[src/rtl/cache_pkg.sv]
// ---------------------------------------------------------------------------
// cache_pkg
// Shared types and constants for the cache controllers and the line fetch
// engine.
//   fetch_cmd_t     : encoding of the fetch command bus (2'b1x is a no-op)
//   fetch_state_t   : state of the line fetch engine
//   line_offset_bits: byte-offset width of one cache line
//   LINE_OFFSET_W   : line byte-offset width for the default geometry
//                     (32 words of 32 bits)
// ---------------------------------------------------------------------------
package cache_pkg;

  typedef enum logic [1:0] {
    FETCH_WB   = 2'b00,
    FETCH_FILL = 2'b01
  } fetch_cmd_t;

  typedef enum logic [3:0] {
    ST_IDLE,
    ST_NOP,
    ST_WB_ADDR,
    ST_WB_RD,
    ST_WB_DATA,
    ST_WB_RESP,
    ST_FILL_ADDR,
    ST_FILL_DATA,
    ST_DONE
  } fetch_state_t;

  // Number of low byte-address bits covered by one line of `words` words,
  // each `word_bits` wide.
  function automatic int line_offset_bits(input int words, input int word_bits);
    return $clog2(words * word_bits / 8);
  endfunction

  localparam int LINE_OFFSET_W = line_offset_bits(32, 32);

endpackage

[src/rtl/line_fetch_engine.sv]
// ---------------------------------------------------------------------------
// line_fetch_engine
// Executes one cache-line transfer at a time between the local data RAM and
// external memory.
//   writeback : read the line word by word from the RAM and stream it out as
//               an external write burst, then wait for the burst response.
//   fill      : accept an external read burst and write each beat straight
//               into the RAM.
//   no-op     : complete without touching RAM or external memory.
// fetch_done pulses for one cycle when a command completes.
//
// Ports
//   clk, rst_n                 clock, asynchronous active-low reset
//   fetch_req/cmd/tag/addr     command from the controllers
//   fetch_gnt                  high while idle (command accepted on req)
//   fetch_done                 one-cycle completion pulse
//   mem_raddr/ren/rready/rdata RAM read port ({tag, beat} word address,
//                              data returns the cycle after the accept)
//   mem_waddr/wen/wready/wdata RAM write port
//   ext_rd_*                   external read burst (request, beats in)
//   ext_wr_*                   external write burst (request, beats out,
//                              commit response)
// ---------------------------------------------------------------------------
module line_fetch_engine
  import cache_pkg::*;
#(
  parameter int addr_width = 32,
  parameter int list_depth = 4,
  parameter int data_width = 32,
  parameter int list_width = 32
) (
  input  logic                                              clk,
  input  logic                                              rst_n,
  input  logic                                              fetch_req,
  input  logic [1:0]                                        fetch_cmd,
  input  logic [$clog2(list_depth)-1:0]                     fetch_tag,
  input  logic [addr_width-1:0]                             fetch_addr,
  output logic                                              fetch_gnt,
  output logic                                              fetch_done,
  output logic [$clog2(list_depth)+$clog2(list_width)-1:0]  mem_raddr,
  output logic                                              mem_ren,
  input  logic                                              mem_rready,
  input  logic [data_width-1:0]                             mem_rdata,
  output logic [$clog2(list_depth)+$clog2(list_width)-1:0]  mem_waddr,
  output logic                                              mem_wen,
  input  logic                                              mem_wready,
  output logic [data_width-1:0]                             mem_wdata,
  output logic                                              ext_rd_req,
  output logic [addr_width-1:0]                             ext_rd_addr,
  input  logic                                              ext_rd_gnt,
  input  logic                                              ext_rd_valid,
  input  logic [data_width-1:0]                             ext_rd_data,
  output logic                                              ext_rd_ready,
  output logic                                              ext_wr_req,
  output logic [addr_width-1:0]                             ext_wr_addr,
  input  logic                                              ext_wr_gnt,
  output logic                                              ext_wr_valid,
  output logic [data_width-1:0]                             ext_wr_data,
  output logic                                              ext_wr_last,
  input  logic                                              ext_wr_ready,
  input  logic                                              ext_wr_resp
);

  localparam int TW = $clog2(list_depth);
  localparam int BW = $clog2(list_width);
  localparam int OW = line_offset_bits(list_width, data_width);

  // Clears the byte offset within a line so bursts always start aligned.
  localparam logic [addr_width-1:0] ADDR_MASK = {addr_width{1'b1}} << OW;
  localparam logic [BW-1:0]         LAST_BEAT = BW'(list_width - 1);

  fetch_state_t          state_reg;
  logic [BW-1:0]         beat_reg;
  logic [TW-1:0]         tag_reg;
  logic [addr_width-1:0] addr_reg;
  logic [data_width-1:0] hold_reg;
  // Set for the cycle in which RAM read data is on mem_rdata.
  logic                  rd_pend_reg;

  logic in_fill_data;
  logic last_beat;

  assign in_fill_data = (state_reg == ST_FILL_DATA);
  assign last_beat    = (beat_reg == LAST_BEAT);

  always_ff @(posedge clk or negedge rst_n) begin
    if (!rst_n) begin
      state_reg   <= ST_IDLE;
      beat_reg    <= '0;
      tag_reg     <= '0;
      addr_reg    <= '0;
      hold_reg    <= '0;
      rd_pend_reg <= 1'b0;
    end else begin
      rd_pend_reg <= 1'b0;
      if (rd_pend_reg) begin
        hold_reg <= mem_rdata;
      end

      case (state_reg)
        ST_IDLE: begin
          if (fetch_req) begin
            tag_reg  <= fetch_tag;
            addr_reg <= fetch_addr & ADDR_MASK;
            case (fetch_cmd)
              FETCH_WB:   state_reg <= ST_WB_ADDR;
              FETCH_FILL: state_reg <= ST_FILL_ADDR;
              default:    state_reg <= ST_NOP;
            endcase
          end
        end

        ST_NOP: state_reg <= ST_DONE;

        ST_WB_ADDR: begin
          if (ext_wr_gnt) begin
            state_reg <= ST_WB_RD;
          end
        end

        ST_WB_RD: begin
          if (mem_rready) begin
            rd_pend_reg <= 1'b1;
            state_reg   <= ST_WB_DATA;
          end
        end

        ST_WB_DATA: begin
          if (ext_wr_ready) begin
            if (last_beat) begin
              beat_reg  <= '0;
              state_reg <= ST_WB_RESP;
            end else begin
              beat_reg  <= beat_reg + BW'(1);
              state_reg <= ST_WB_RD;
            end
          end
        end

        ST_WB_RESP: begin
          if (ext_wr_resp) begin
            state_reg <= ST_DONE;
          end
        end

        ST_FILL_ADDR: begin
          if (ext_rd_gnt) begin
            state_reg <= ST_FILL_DATA;
          end
        end

        ST_FILL_DATA: begin
          if (ext_rd_valid && mem_wready) begin
            if (last_beat) begin
              beat_reg  <= '0;
              state_reg <= ST_DONE;
            end else begin
              beat_reg <= beat_reg + BW'(1);
            end
          end
        end

        ST_DONE: state_reg <= ST_IDLE;

        default: state_reg <= ST_IDLE;
      endcase
    end
  end

  assign fetch_gnt  = (state_reg == ST_IDLE);
  assign fetch_done = (state_reg == ST_DONE);

  // Writeback side: one RAM read per beat, then present that word.
  assign mem_raddr    = {tag_reg, beat_reg};
  assign mem_ren      = (state_reg == ST_WB_RD);
  assign ext_wr_req   = (state_reg == ST_WB_ADDR);
  assign ext_wr_addr  = addr_reg;
  assign ext_wr_valid = (state_reg == ST_WB_DATA);
  assign ext_wr_last  = (state_reg == ST_WB_DATA) && last_beat;
  // The first WB_DATA cycle forwards the RAM data directly; later cycles of
  // a stalled beat replay it from the hold register.
  assign ext_wr_data  = rd_pend_reg ? mem_rdata : hold_reg;

  // Fill side: external beats pass straight through to the RAM write port,
  // throttled by the RAM's write ready.
  assign ext_rd_req   = (state_reg == ST_FILL_ADDR);
  assign ext_rd_addr  = addr_reg;
  assign ext_rd_ready = in_fill_data && mem_wready;
  assign mem_waddr    = {tag_reg, beat_reg};
  assign mem_wen      = in_fill_data && ext_rd_valid;
  assign mem_wdata    = in_fill_data ? ext_rd_data : '0;

endmodule

[config.mk]
export PLATFORM = sky130hd
export DESIGN_NAME = line_fetch_engine
export DESIGN_NICKNAME = d
export VERILOG_FILES = /design/src/rtl/cache_pkg.sv /design/src/rtl/line_fetch_engine.sv
export SDC_FILE = /design/constraint.sdc
export NUM_CORES = 1
export LEC_CHECK = 0
export ABC_AREA = 1
export CORE_ASPECT_RATIO = 0.7
export CORE_MARGIN = 2
export CORE_UTILIZATION = 36
export CTS_BUF_LIST = sky130_fd_sc_hd__clkbuf_8
export DETAILED_ROUTE_END_ITERATION = 10
export HOLD_SLACK_MARGIN = 0.06
export PLACE_DENSITY_LB_ADDON = 0.08
export REMOVE_ABC_BUFFERS = 1
export SYNTH_ARGS = -nofsm -noshare
export SYNTH_HDL_FRONTEND = slang
export SYNTH_SLANG_ARGS = --single-unit
[constraint.sdc]
create_clock -name clk -period 1.7 [get_ports clk]
set_input_delay 0.255 -clock clk [delete_from_list [all_inputs] [get_ports clk]]
set_output_delay 0.255 -clock clk [all_outputs]
set_load 0.01 [all_outputs]
Word-level counts from Yosys, hierarchy flattened

Cells that the tools add are included.

Logic and storage cells: 54
Register bits: 69
Output and inout bits: 151

Add/sub/neg operators: 1
Reductions and logical operators: 10
Multiplexer cells: 19
Eq/ne operators: 18

Operator list:

| operator                                                               | count |
|---|---|
| 32-bit 2-to-1 mux                                                      | 2 |
| 4-bit 2-to-1 mux                                                       | 8 |
| 4-bit case mux with 8 select lines                                     | 1 |
| 4-bit by 3-bit equality test with 1-bit output (second input constant) | 4 |
| 5-bit 2-to-1 mux                                                       | 3 |
| 2-bit by 1-bit != test with 1-bit output (second input constant)       | 6 |
| 5-bit case mux with 2 select lines                                     | 1 |
| 4-bit by 2-bit equality test with 1-bit output (second input constant) | 2 |
| 8-bit AND reduction                                                    | 1 |
| 3-bit case mux with 2 select lines                                     | 1 |
| 5-bit by 1-bit adder with 5-bit output (second input constant)         | 1 |
| 5-bit equality test (second input constant)                            | 1 |
| 4-bit by 1-bit equality test with 1-bit output (second input constant) | 1 |
| 4-bit equality test (second input constant)                            | 1 |
| 1-bit logical AND                                                      | 4 |
| 4-bit logical NOT                                                      | 1 |
| 2-bit != test (second input constant)                                  | 2 |
| 3-bit 2-to-1 mux                                                       | 1 |
| 3-bit AND reduction                                                    | 1 |
| 2-bit by 1-bit equality test with 1-bit output (second input constant) | 1 |
| 2-bit logical NOT                                                      | 1 |
| 1-bit 2-to-1 mux                                                       | 2 |
| 2-bit AND reduction                                                    | 1 |
| 2-bit nonzero test                                                     | 1 |

Logic depth before layout (Yosys ltp)

Gate-level depths: netlist of the first run.

Depth after elaboration: 4
Mapped depth: 11

Worst setup path before layout of the first run

No wires, ideal clock.

Path kind: register to register
Start point: register beat_reg[0]
End point: register state_reg[1]
Buffers on the path: 0
Data arrival time: 1.521 ns
Stages on the path, launching flop included: 12
Setup slack: 0.062 ns
Cells stage by stage: dfrtp_1 > ha_1 > nand2_1 > nor2_1 > ha_1 > inv_1 > nor2_1 > nor2_1 > nor2_2 > nand2_2 > nand2_1 > nand2_1

Longest elaborated chain between the ends: 4

RTL lines:

| element                            | line                     | RTL |
|---|---|---|
| start, declared                    | line_fetch_engine.sv:73  | `logic [BW-1:0] beat_reg;` |
| start signal, assigned             | line_fetch_engine.sv:134 | `beat_reg <= beat_reg + BW'(1);` |
| start signal, assigned             | line_fetch_engine.sv:158 | `beat_reg <= beat_reg + BW'(1);` |
| 5-bit equality test (*)            | line_fetch_engine.sv:84  | `assign last_beat = (beat_reg == LAST_BEAT);` |
| 3-bit 2-to-1 mux                   | line_fetch_engine.sv:130 | `if (last_beat) begin` |
| 4-bit 2-to-1 mux                   | line_fetch_engine.sv:129 | `if (ext_wr_ready) begin` |
| 4-bit case mux with 8 select lines | line_fetch_engine.sv:100 | `case (state_reg)` |
| end signal, assigned               | line_fetch_engine.sv:88  | `state_reg <= ST_IDLE;` |
| end signal, assigned               | line_fetch_engine.sv:132 | `state_reg <= ST_WB_RESP;` |
| end signal, assigned               | line_fetch_engine.sv:135 | `state_reg <= ST_WB_RD;` |
| end, declared                      | line_fetch_engine.sv:72  | `fetch_state_t state_reg;` |

Every way passes the cells marked *; elsewhere a longest branch is shown, timed or not. The select of a mux whose other input is x is not followed.
A chain may end at the register's enable or synchronous reset.

Final worst setup path of the first run

Start point: register rd_pend_reg
End point: output port ext_wr_data[22]

Longest elaborated chain between the ends: 1

RTL lines:

| element                | line                     | RTL |
|---|---|---|
| start, declared        | line_fetch_engine.sv:78  | `logic rd_pend_reg;` |
| start signal, assigned | line_fetch_engine.sv:93  | `rd_pend_reg <= 1'b0;` |
| start signal, assigned | line_fetch_engine.sv:95  | `rd_pend_reg <= 1'b0;` |
| start signal, assigned | line_fetch_engine.sv:123 | `rd_pend_reg <= 1'b1;` |
| 32-bit 2-to-1 mux      | line_fetch_engine.sv:182 | `assign ext_wr_data = rd_pend_reg ? mem_rdata : hold_reg;` |
| end, declared          | line_fetch_engine.sv:58  | `output logic [data_width-1:0] ext_wr_data,` |

Every way passes these cells.

==> run metrics, run 1 <==
vias in the first global route=3618; Crit. End Element=output port; Tcrit/Tclk final=109%; All-Layer GR Usage=20.8%; maxcap violations=0; Num CTS Buffers=9; P_sw=4290 uW; DRT Wirelength=13000 um; P_int=7500 uW; Die ar.=10900 um^2; CP max stage cell=dfrtp_2; most frequent cells in the layout=159 x clkdlybuf4s50_1, 74 x nand2_1, 72 x buf_6; commonest non-fill, non-tap cell in the layout=clkdlybuf4s50_1; Avg WL per Cell=15.6 um; clock share of power=13.5%; cell taking the most area after synthesis=dfrtp_1; leak pwr=0.00364 uW; Sequential Power Share=24.7%; DRC violation count after routing=0; switching part of the total=36.4%; Post-Syn Area per Cell=8.82 um^2; IO Pins=261; final setup vio count=58; Post-Route Utilization=75.6%; CTS tree=yes; DRT Pass-1 Iters=4; die extent in x=124 um; global-route wire length before repair=17400 um; grt ovf=0; Nets=812; worst hold slack=0.458 ns; slowest cell delay on critical path=0.43 ns; status=complete, but fails checks; Total Power=11800 uW; synth top area cells=dfrtp_1 48%, buf_4 9.7%, mux2_2 9.3%; crit path launch type=register; CP arrival=1.60 ns; VDD IR max=0.931 mV; final worst slack=-0.152 ns; dpl ws=-0.122 ns; fin crit period=1.85 ns; worst skew pair latency=0.34 ns; Worst-path clk slew=0.07 ns; Final Non-Filler Cells=832; vias=3699; First DRT Iteration DRCs=128; Max Slew Vio Count=0; CP most frequent cell=buf_12; largest net degree at the start of global routing=70; CP Cell Sequence=buf_12 > buf_16 > buf_12 > mux2_4 > buf_6; #FFs+latches synth=69; number of fill cells in the layout=667; share of the synthesized area in the top cell type=47.6%; RSZ-0062 raised after global routing=yes; Distinct cells, synth=26; initial antenna violation count=0; Final ANT Viol Nets=0; failing checks=negative setup slack; core outline area=9760 um^2; starting density of the core=37.2%; Placed Cells=756; critical path fanouts, max=7; Core Rows=30; DP HPWL=7850 um; # diodes=0; CTS root buffer=clkbuf_8; sequential fraction of the synthesis area=47.6%; worst endpoint required time=1.44 ns; Mapped Cells=411; Synth Warn #=0; max reg flops=32; synthesized area=3630 um^2; area growth from synthesis to layout=104%; Via-to-Cell Ratio=4.45; cell area power density=1600 nW/um^2; Max Freq=540 MHz; Die H=88.0 um; Final Hold Viols=0; H-tree depth=3; Clock Sinks=69; # port buffers=239; Max Root-Sink Buffers=2; Routability Congestion=0.820; Hold Path Class=input port to register; Worst Skew=0.00530 ns; combinational share of power=61.8%; share of cells above drive strength 1=39.8%; Crit Path Class=register to output port
==> worst max-delay path: cells and delay by family, from the launching register on <==
kind	cells	cell delay, ns
mux	1	0.30
flops	1	0.43
buf+inv	4	0.51
==> cell families (layout without fill, tap and decap cells) <==
family	count (synthesis)	in the layout	synth area share, %
compound gates	4	4	0.932
mux	32	32	9.94
flops	69	69	47.6
other cells	1	14	0.103
buf+inv	112	388	17.1
xor+xnor	1	1	0.242
fa+ha+maj	3	3	1.04
simple gates	189	193	23.0
==> worst paths after layout <==
check / from / to / slack (ns) / cells past startpoint
setup reg to reg: beat_reg[1] / state_reg[2] / 0.02 / 12
hold reg to reg: hold_reg[8] / hold_reg[8] / 0.50 / 1
max in group asynchronous: rst_n / beat_reg[4] / 0.88 / 3
setup / recovery: rd_pend_reg / ext_wr_data[22] / -0.15 / 5
hold / removal: fetch_addr[20] / ext_rd_addr[20] / 0.46 / 3
min in group asynchronous: rst_n / hold_reg[5] / 0.48 / 3
==> power groups by stage <==
stage	Sequential (uW)	Clock (uW)	Combinational (uW)
2_1_floorplan	3220	0	1900
3_3_place_gp	2870	0	5590
3_5_place_dp	2900	0	5670
4_1_cts	2890	1650	6410
5_1_grt	2990	1720	7790
6_report	2910	1600	7290
==> cell usage after synthesis, drive strengths merged <==
library cell and instances:
buf 56, clkbuf 5, conb 1, dfrtp 69, ha 3, inv 51, mux2 32, nand2 90
nand3 41, nand4 1, nor2 53, nor3 2, o211ai 1, o21ai 3, or2 2, xor2 1
==> per-stage QoR <==
stage / TNS, ns / instance area, um^2
after floorplan: -0.0480 / 3250
after global placement: -2.81 / 6010
after detailed placement: -4.06 / 6010
after CTS: -4.42 / 6680
after global routing: -8.00 / 7380
final: -3.18 / 7380
==> final cells by class <==
| class | instances | area [um^2] | area share, % |
|---|---|---|---|
| Clock inverter | 7 | 115 | 1.56 |
| Tap cell | 128 | 160 | 2.17 |
| Clock buffer | 9 | 124 | 1.68 |
| Timing Repair Buffer | 321 | 3210 | 43.5 |
| Inverter | 51 | 214 | 2.90 |
| Sequential cell | 69 | 1730 | 23.5 |
| Multi-Input combinational cell | 247 | 1830 | 24.8 |
==> layer usage <==
layer  GRT usage, %  routed length (um)
met5              0                   0
met4           5.72                 135
met3           6.77                1030
met2           36.2                6560
met1           25.1                5240
==> timing repair <==
item                       4_1_cts  5_1_grt
gates cloned                     4        2
hold endpoints to repair        69        0
setup endpoints to repair      103      110
setup buffers                   36       22
pin swaps                       15       21
resized for setup              381      139
hold buffers                     1        0
Note: power is estimated with default switching activity, not from simulation.
==> inputs of run 2 (changes only) <==
==> constraint.sdc (replaced) <==
create_clock -name clk -period 1.88 [get_ports clk]
set_input_delay 0.282 -clock clk [delete_from_list [all_inputs] [get_ports clk]]
set_output_delay 0.282 -clock clk [all_outputs]
set_load 0.01 [all_outputs]
==> run 2 against run 1 <==
Effect of this change: the flow still finishes with violations (negative setup slack); sequential share of layout area rose by 4.4 points; sequential cell count unchanged; clock skew up 0.0074 ns; via count fell by 10%; non-clock buffer count decreased by 58; cell count is 7.2% lower; critical path type unchanged.
==> run metrics, run 2 (same netlist as run 1, synthesis figures left out) <==
CTS tree=yes; DRT Wirelength=10400 um (-19%); Crit. End Element=output port; commonest non-fill, non-tap cell in the layout=clkdlybuf4s50_1; DP HPWL=7710 um (-1.8%); First DRT Iteration DRCs=116 (-9.4%); FF+latch area=1730 um^2 (about the same); leak pwr=0.00319 uW (-13%); status=complete, but fails checks; vias=3325 (-10%); All-Layer GR Usage=17.4% (-3.4 points); Die H=88.0 um (unchanged); Max Slew Vio Count=0 (unchanged); worst hold slack=0.304 ns (-0.154 ns); Crit Path Class=register to output port; M3 GR Usage=5.73% (-1.0 points); cell area power density=1420 nW/um^2 (-11%); die extent in x=124 um (unchanged); fin crit period=1.88 ns; Worst-path clk slew=0.08 ns (about the same); critical path fanouts, max=16 (+9); Die ar.=10900 um^2 (unchanged); maxcap violations=0 (unchanged); Clock Sinks=69 (unchanged); Total Negative Setup Slacks=-0.00396 ns (+3.17 ns); most frequent cells in the layout=165 x clkdlybuf4s50_1, 81 x nand2_1, 66 x dfrtp_1; vias in the first global route=3106 (-14%); worst skew pair latency=0.33 ns (about the same); share of cells above drive strength 1=18.5% (-21 points); Core Rows=30 (unchanged); area growth from synthesis to layout=71.2%; met1 usage=22.0% (-3.0 points); max reg flops=32 (unchanged); grt ovf=0 (unchanged); largest net degree at the start of global routing=66 (-5.7%); Tcrit/Tclk final=100%; Via-to-Cell Ratio=4.31 (-3.1%); Hold Path Class=input port to async pin; grt met2 use=29.5% (-6.6 points); area occupied by multi-input gates=1400 um^2 (-23%); # port buffers=239 (unchanged); Final ANT Viol Nets=0 (unchanged); CP arrival=1.60 ns (about the same); DRT Pass-1 Iters=4 (unchanged); Avg WL per Cell=13.5 um (-13%); Worst Skew=0.0127 ns (+0.00739 ns); CTS root buffer=clkbuf_8; Routability Congestion=0.869 (+6.1%); global-route wire length before repair=14800 um (-15%); final setup vio count=1 (-98%); initial antenna violation count=0 (unchanged); VDD IR max=0.783 mV (-16%); Nets=752 (-7.4%); DRC violation count after routing=0 (unchanged); worst endpoint required time=1.60 ns (+0.16 ns); H-tree depth=3 (unchanged); starting density of the core=37.2% (unchanged); Num CTS Buffers=9 (unchanged); RSZ-0062 raised after global routing=yes; crit path launch type=register; core outline area=9760 um^2 (unchanged); failing checks=negative setup slack; Max Freq=531 MHz; GRT Max-Usage Layer=met2; # diodes=0 (unchanged); Max Root-Sink Buffers=2 (unchanged); Final Hold Viols=0 (unchanged); number of fill cells in the layout=822 (+23%); final worst slack=-0.00396 ns (+0.148 ns); IO Pins=261 (unchanged)
run 2: changes by cell type in the layout (fill, tap and decap cells not counted), sizes merged:
cell / change
buf: -131
clkbuf: +20
clkdlybuf4s15: +14
clkdlybuf4s50: +6
dlygate4sd2: +37
dlymetal6s2s: -4
nand2: -2
run 2: worst max-delay path: stages, from the launching register on:
cell and delay [ns]:
dfrtp_2 0.43, clkbuf_16 0.20, mux2_2 0.35, dlygate4sd2_1 0.28
run 2: what timing repair did:
item / CTS / global route
buffers inserted: 1 / 2
endpoints found under the hold margin: 27 / 0
gates cloned: 0 / 3
gates resized for setup: 83 / 63
hold buffers: 1 / 0
pin swaps: 2 / 6
setup endpoints to repair: 73 / 71
run 2: path summary, 6_finish.rpt:
check | startpoint | to | slack (ns) | depth (start not counted)
setup / recovery | rd_pend_reg | ext_wr_data[22] | -0.004 | 3
hold / removal | rst_n | hold_reg[12] | 0.30 | 2
hold reg to reg | hold_reg[18] | hold_reg[18] | 0.49 | 1
min in group clk | hold_reg[18] | hold_reg[18] | 0.49 | 1
setup reg to reg | state_reg[1] | ext_rd_addr[25] | 0.17 | 8
max in group asynchronous | rst_n | state_reg[1] | 1.01 | 3
run 2: metal layers:
layer	vias up	wire length (um)
met5	-	0
met4	0	50
met3	5	804
met2	129	4970
met1	1529	4630
li1	1662	-
run 2: cell type report:
type | instances | share of cell area, %
clock buffer | 9 | 2.00
clock inverter | 7 | 1.85
inverter | 51 | 3.16
multi-input combinational | 245 | 22.6
sequential | 69 | 27.9
tap | 128 | 2.58
timing repair buffer | 263 | 40.0
run 2: power breakdown:
| part | switching [uW] | internal [uW] |
|---|---|---|
| clock network | 553 | 879 |
| registers | 408 | 2190 |
| logic | 2260 | 2520 |
| total | 3220 | 5590 |
run 2: per-stage QoR:
| step | area [um^2] | util (%) | std cells | total power [uW] | setup WS [ns] |
|---|---|---|---|---|---|
| after global placement | 5960 | 61.1 | 749 | 7550 | 0.0466 |
| after CTS | 6140 | 62.9 | 767 | 8820 | -0.0265 |
| final | 6210 | 63.6 | 772 | 8810 | -0.00396 |
| after floorplan | 3250 | - | 363 | 4630 | 0.163 |
| after global routing | 6210 | 63.6 | 772 | 9440 | -0.0657 |
| after detailed placement | 5960 | 61.1 | 749 | 7630 | 0.00185 |
==> inputs of run 3 (changes only) <==
--- a/config.mk
+++ b/config.mk
@@ -7,7 +7,7 @@
 export LEC_CHECK = 0
 export ABC_AREA = 1
 export CORE_ASPECT_RATIO = 0.7
-export CORE_MARGIN = 2
+export CORE_MARGIN = 1
 export CORE_UTILIZATION = 36
 export CTS_BUF_LIST = sky130_fd_sc_hd__clkbuf_8
 export DETAILED_ROUTE_END_ITERATION = 10
==> run 3 against run 2 <==
Effect of this change: the flow now finishes without violations; routed wire length rose by 6.1%; non-clock buffer count rose by 37; cell count rose by 4.8%; sequential share of layout area fell by 1.0 points; total power rose by 3.2%; fmax rose by 3.4%; critical endpoint is now mem_wdata[2].
==> run metrics, run 3 (same netlist as run 1, synthesis figures left out) <==
status=complete, no violations; area growth from synthesis to layout=77.9%; fin crit period=1.82 ns (-0.0621 ns); vias in the first global route=3302 (+6.3%); All-Layer GR Usage=20.0% (+2.6 points); Total Power=9090 uW (+3.2%); global-route wire length before repair=16100 um (+8.8%); Final Hold Viols=0 (unchanged); # port buffers=239 (unchanged); Final ANT Viol Nets=0 (unchanged); H-tree depth=3 (unchanged); die extent in x=122 um (-1.6%); Placed Cells=752 (+0.40%); starting density of the core=37.3% (+0.14 points); crit path launch type=register; DRT Pass-1 Iters=4 (unchanged); Core Rows=30 (unchanged); First DRT Iteration DRCs=140 (+21%); core outline area=9720 um^2 (-0.38%); Avg WL per Cell=13.7 um (+1.2%); Max Root-Sink Buffers=2 (unchanged); cell area power density=1410 nW/um^2 (-0.71%); Worst Skew=0.00666 ns (-0.00603 ns); CP arrival=1.54 ns (-0.06 ns); leak pwr=0.00332 uW (+4.1%); DRT Wirelength=11100 um (+6.1%); Clock Sinks=69 (unchanged); final setup vio count=0 (-1); DP HPWL=7850 um (+1.8%); Max Slew Vio Count=0 (unchanged); maxcap violations=0 (unchanged); DRC violation count after routing=0 (unchanged); critical path fanouts, max=8 (-8); Hold Path Class=input port to async pin; CP max stage cell=dfrtp_2; grt ovf=0 (unchanged); initial antenna violation count=0 (unchanged); WP buf/inv=3 (+1); most frequent cells in the layout=165 x clkdlybuf4s50_1, 82 x nand2_1, 65 x dfrtp_1; DP Area=5990 um^2 (+0.42%); VDD IR max=0.851 mV (+8.7%); Final Instance Area=6450 um^2 (+3.9%); Crit Path Class=register to output port; Via-to-Cell Ratio=4.33 (+0.42%); Num CTS Buffers=9 (unchanged); CTS tree=yes; vias=3499 (+5.2%); CTS root buffer=clkbuf_8; RSZ-0062 raised after global routing=yes; max reg flops=32 (unchanged); worst endpoint required time=1.60 ns (about the same); Post-Route Utilization=66.4% (+2.7 points); Die H=86.0 um (-2.3%); # diodes=0 (unchanged); slowest cell delay on critical path=0.44 ns (about the same); number of fill cells in the layout=791 (-3.8%); share of cells above drive strength 1=28.8% (+10 points); CP most frequent cell=buf_6; Final Non-Filler Cells=809 (+4.8%); CP Cell Sequence=nor2_4 > buf_6 > nand2_8 > buf_6 > nor2_2 > buf_2; Worst-path clk slew=0.08 ns (about the same); worst skew pair latency=0.34 ns (about the same); Routability Congestion=0.828 (-4.8%); Die ar.=10500 um^2 (-3.9%); Max Freq=549 MHz (+3.4%); IO Pins=261 (unchanged); largest net degree at the start of global routing=33 (-50%); Nets=789 (+4.9%); worst hold slack=0.412 ns (+0.108 ns); Top Family by Delay on Critical Path=flip-flops; Crit. End Element=output port; commonest non-fill, non-tap cell in the layout=clkdlybuf4s50_1; Tcrit/Tclk final=96.9% (-3.3 points)
## run 3: layout make-up
cell class | count | area (um^2) | area share, %
Clock buffer | 10 | 138 | 2.13
Sequential cell | 69 | 1730 | 26.8
Clock inverter | 6 | 86.3 | 1.34
Timing Repair Buffer | 300 | 2680 | 41.6
Inverter | 51 | 194 | 3.01
Multi-Input combinational cell | 245 | 1460 | 22.6
Tap cell | 128 | 160 | 2.48
## run 3: path summary, 6_finish.rpt
kind / start / end / slack [ns] / cells after the start
setup / recovery: state_reg[3] / mem_wdata[2] / 0.06 / 6
hold / removal: rst_n / hold_reg[11] / 0.41 / 2
setup reg to reg: beat_reg[1] / beat_reg[2] / 0.11 / 12
hold reg to reg: hold_reg[25] / hold_reg[25] / 0.49 / 1
max in group asynchronous: rst_n / state_reg[0] / 0.94 / 3
min in group clk: hold_reg[25] / hold_reg[25] / 0.49 / 1
## run 3: per-stage QoR
step	TNS [ns]	worst slack (ns)
3_3_place_gp	0	0.0395
2_1_floorplan	0	0.163
6_report	0	0.0581
5_1_grt	-0.0601	-0.0249
4_1_cts	-0.945	-0.190
3_5_place_dp	-0.00206	-0.00164
## run 3: what timing repair did
action / 4_1_cts / 5_1_grt
gates cloned: 1 / 2
gates resized for setup: 159 / 93
pin swaps: 4 / 8
setup buffers: 27 / 13
endpoints found under the setup margin: 73 / 97
hold buffers: 1 / 0
endpoints found under the hold margin: 30 / 0
## run 3: report_power, final
part	total (uW)	switching (uW)	internal [uW]
clock	1330	552	780
sequential	2610	424	2190
combinational	5140	2390	2750
## run 3: per-layer routing
layer	up-vias	global-route usage, %	routed length (um)
met4	0	5.72	36
met3	2	7.38	977
met1	1624	24.5	4760
li1	1735	-	-
met5	-	0	0
met2	138	32.8	5300
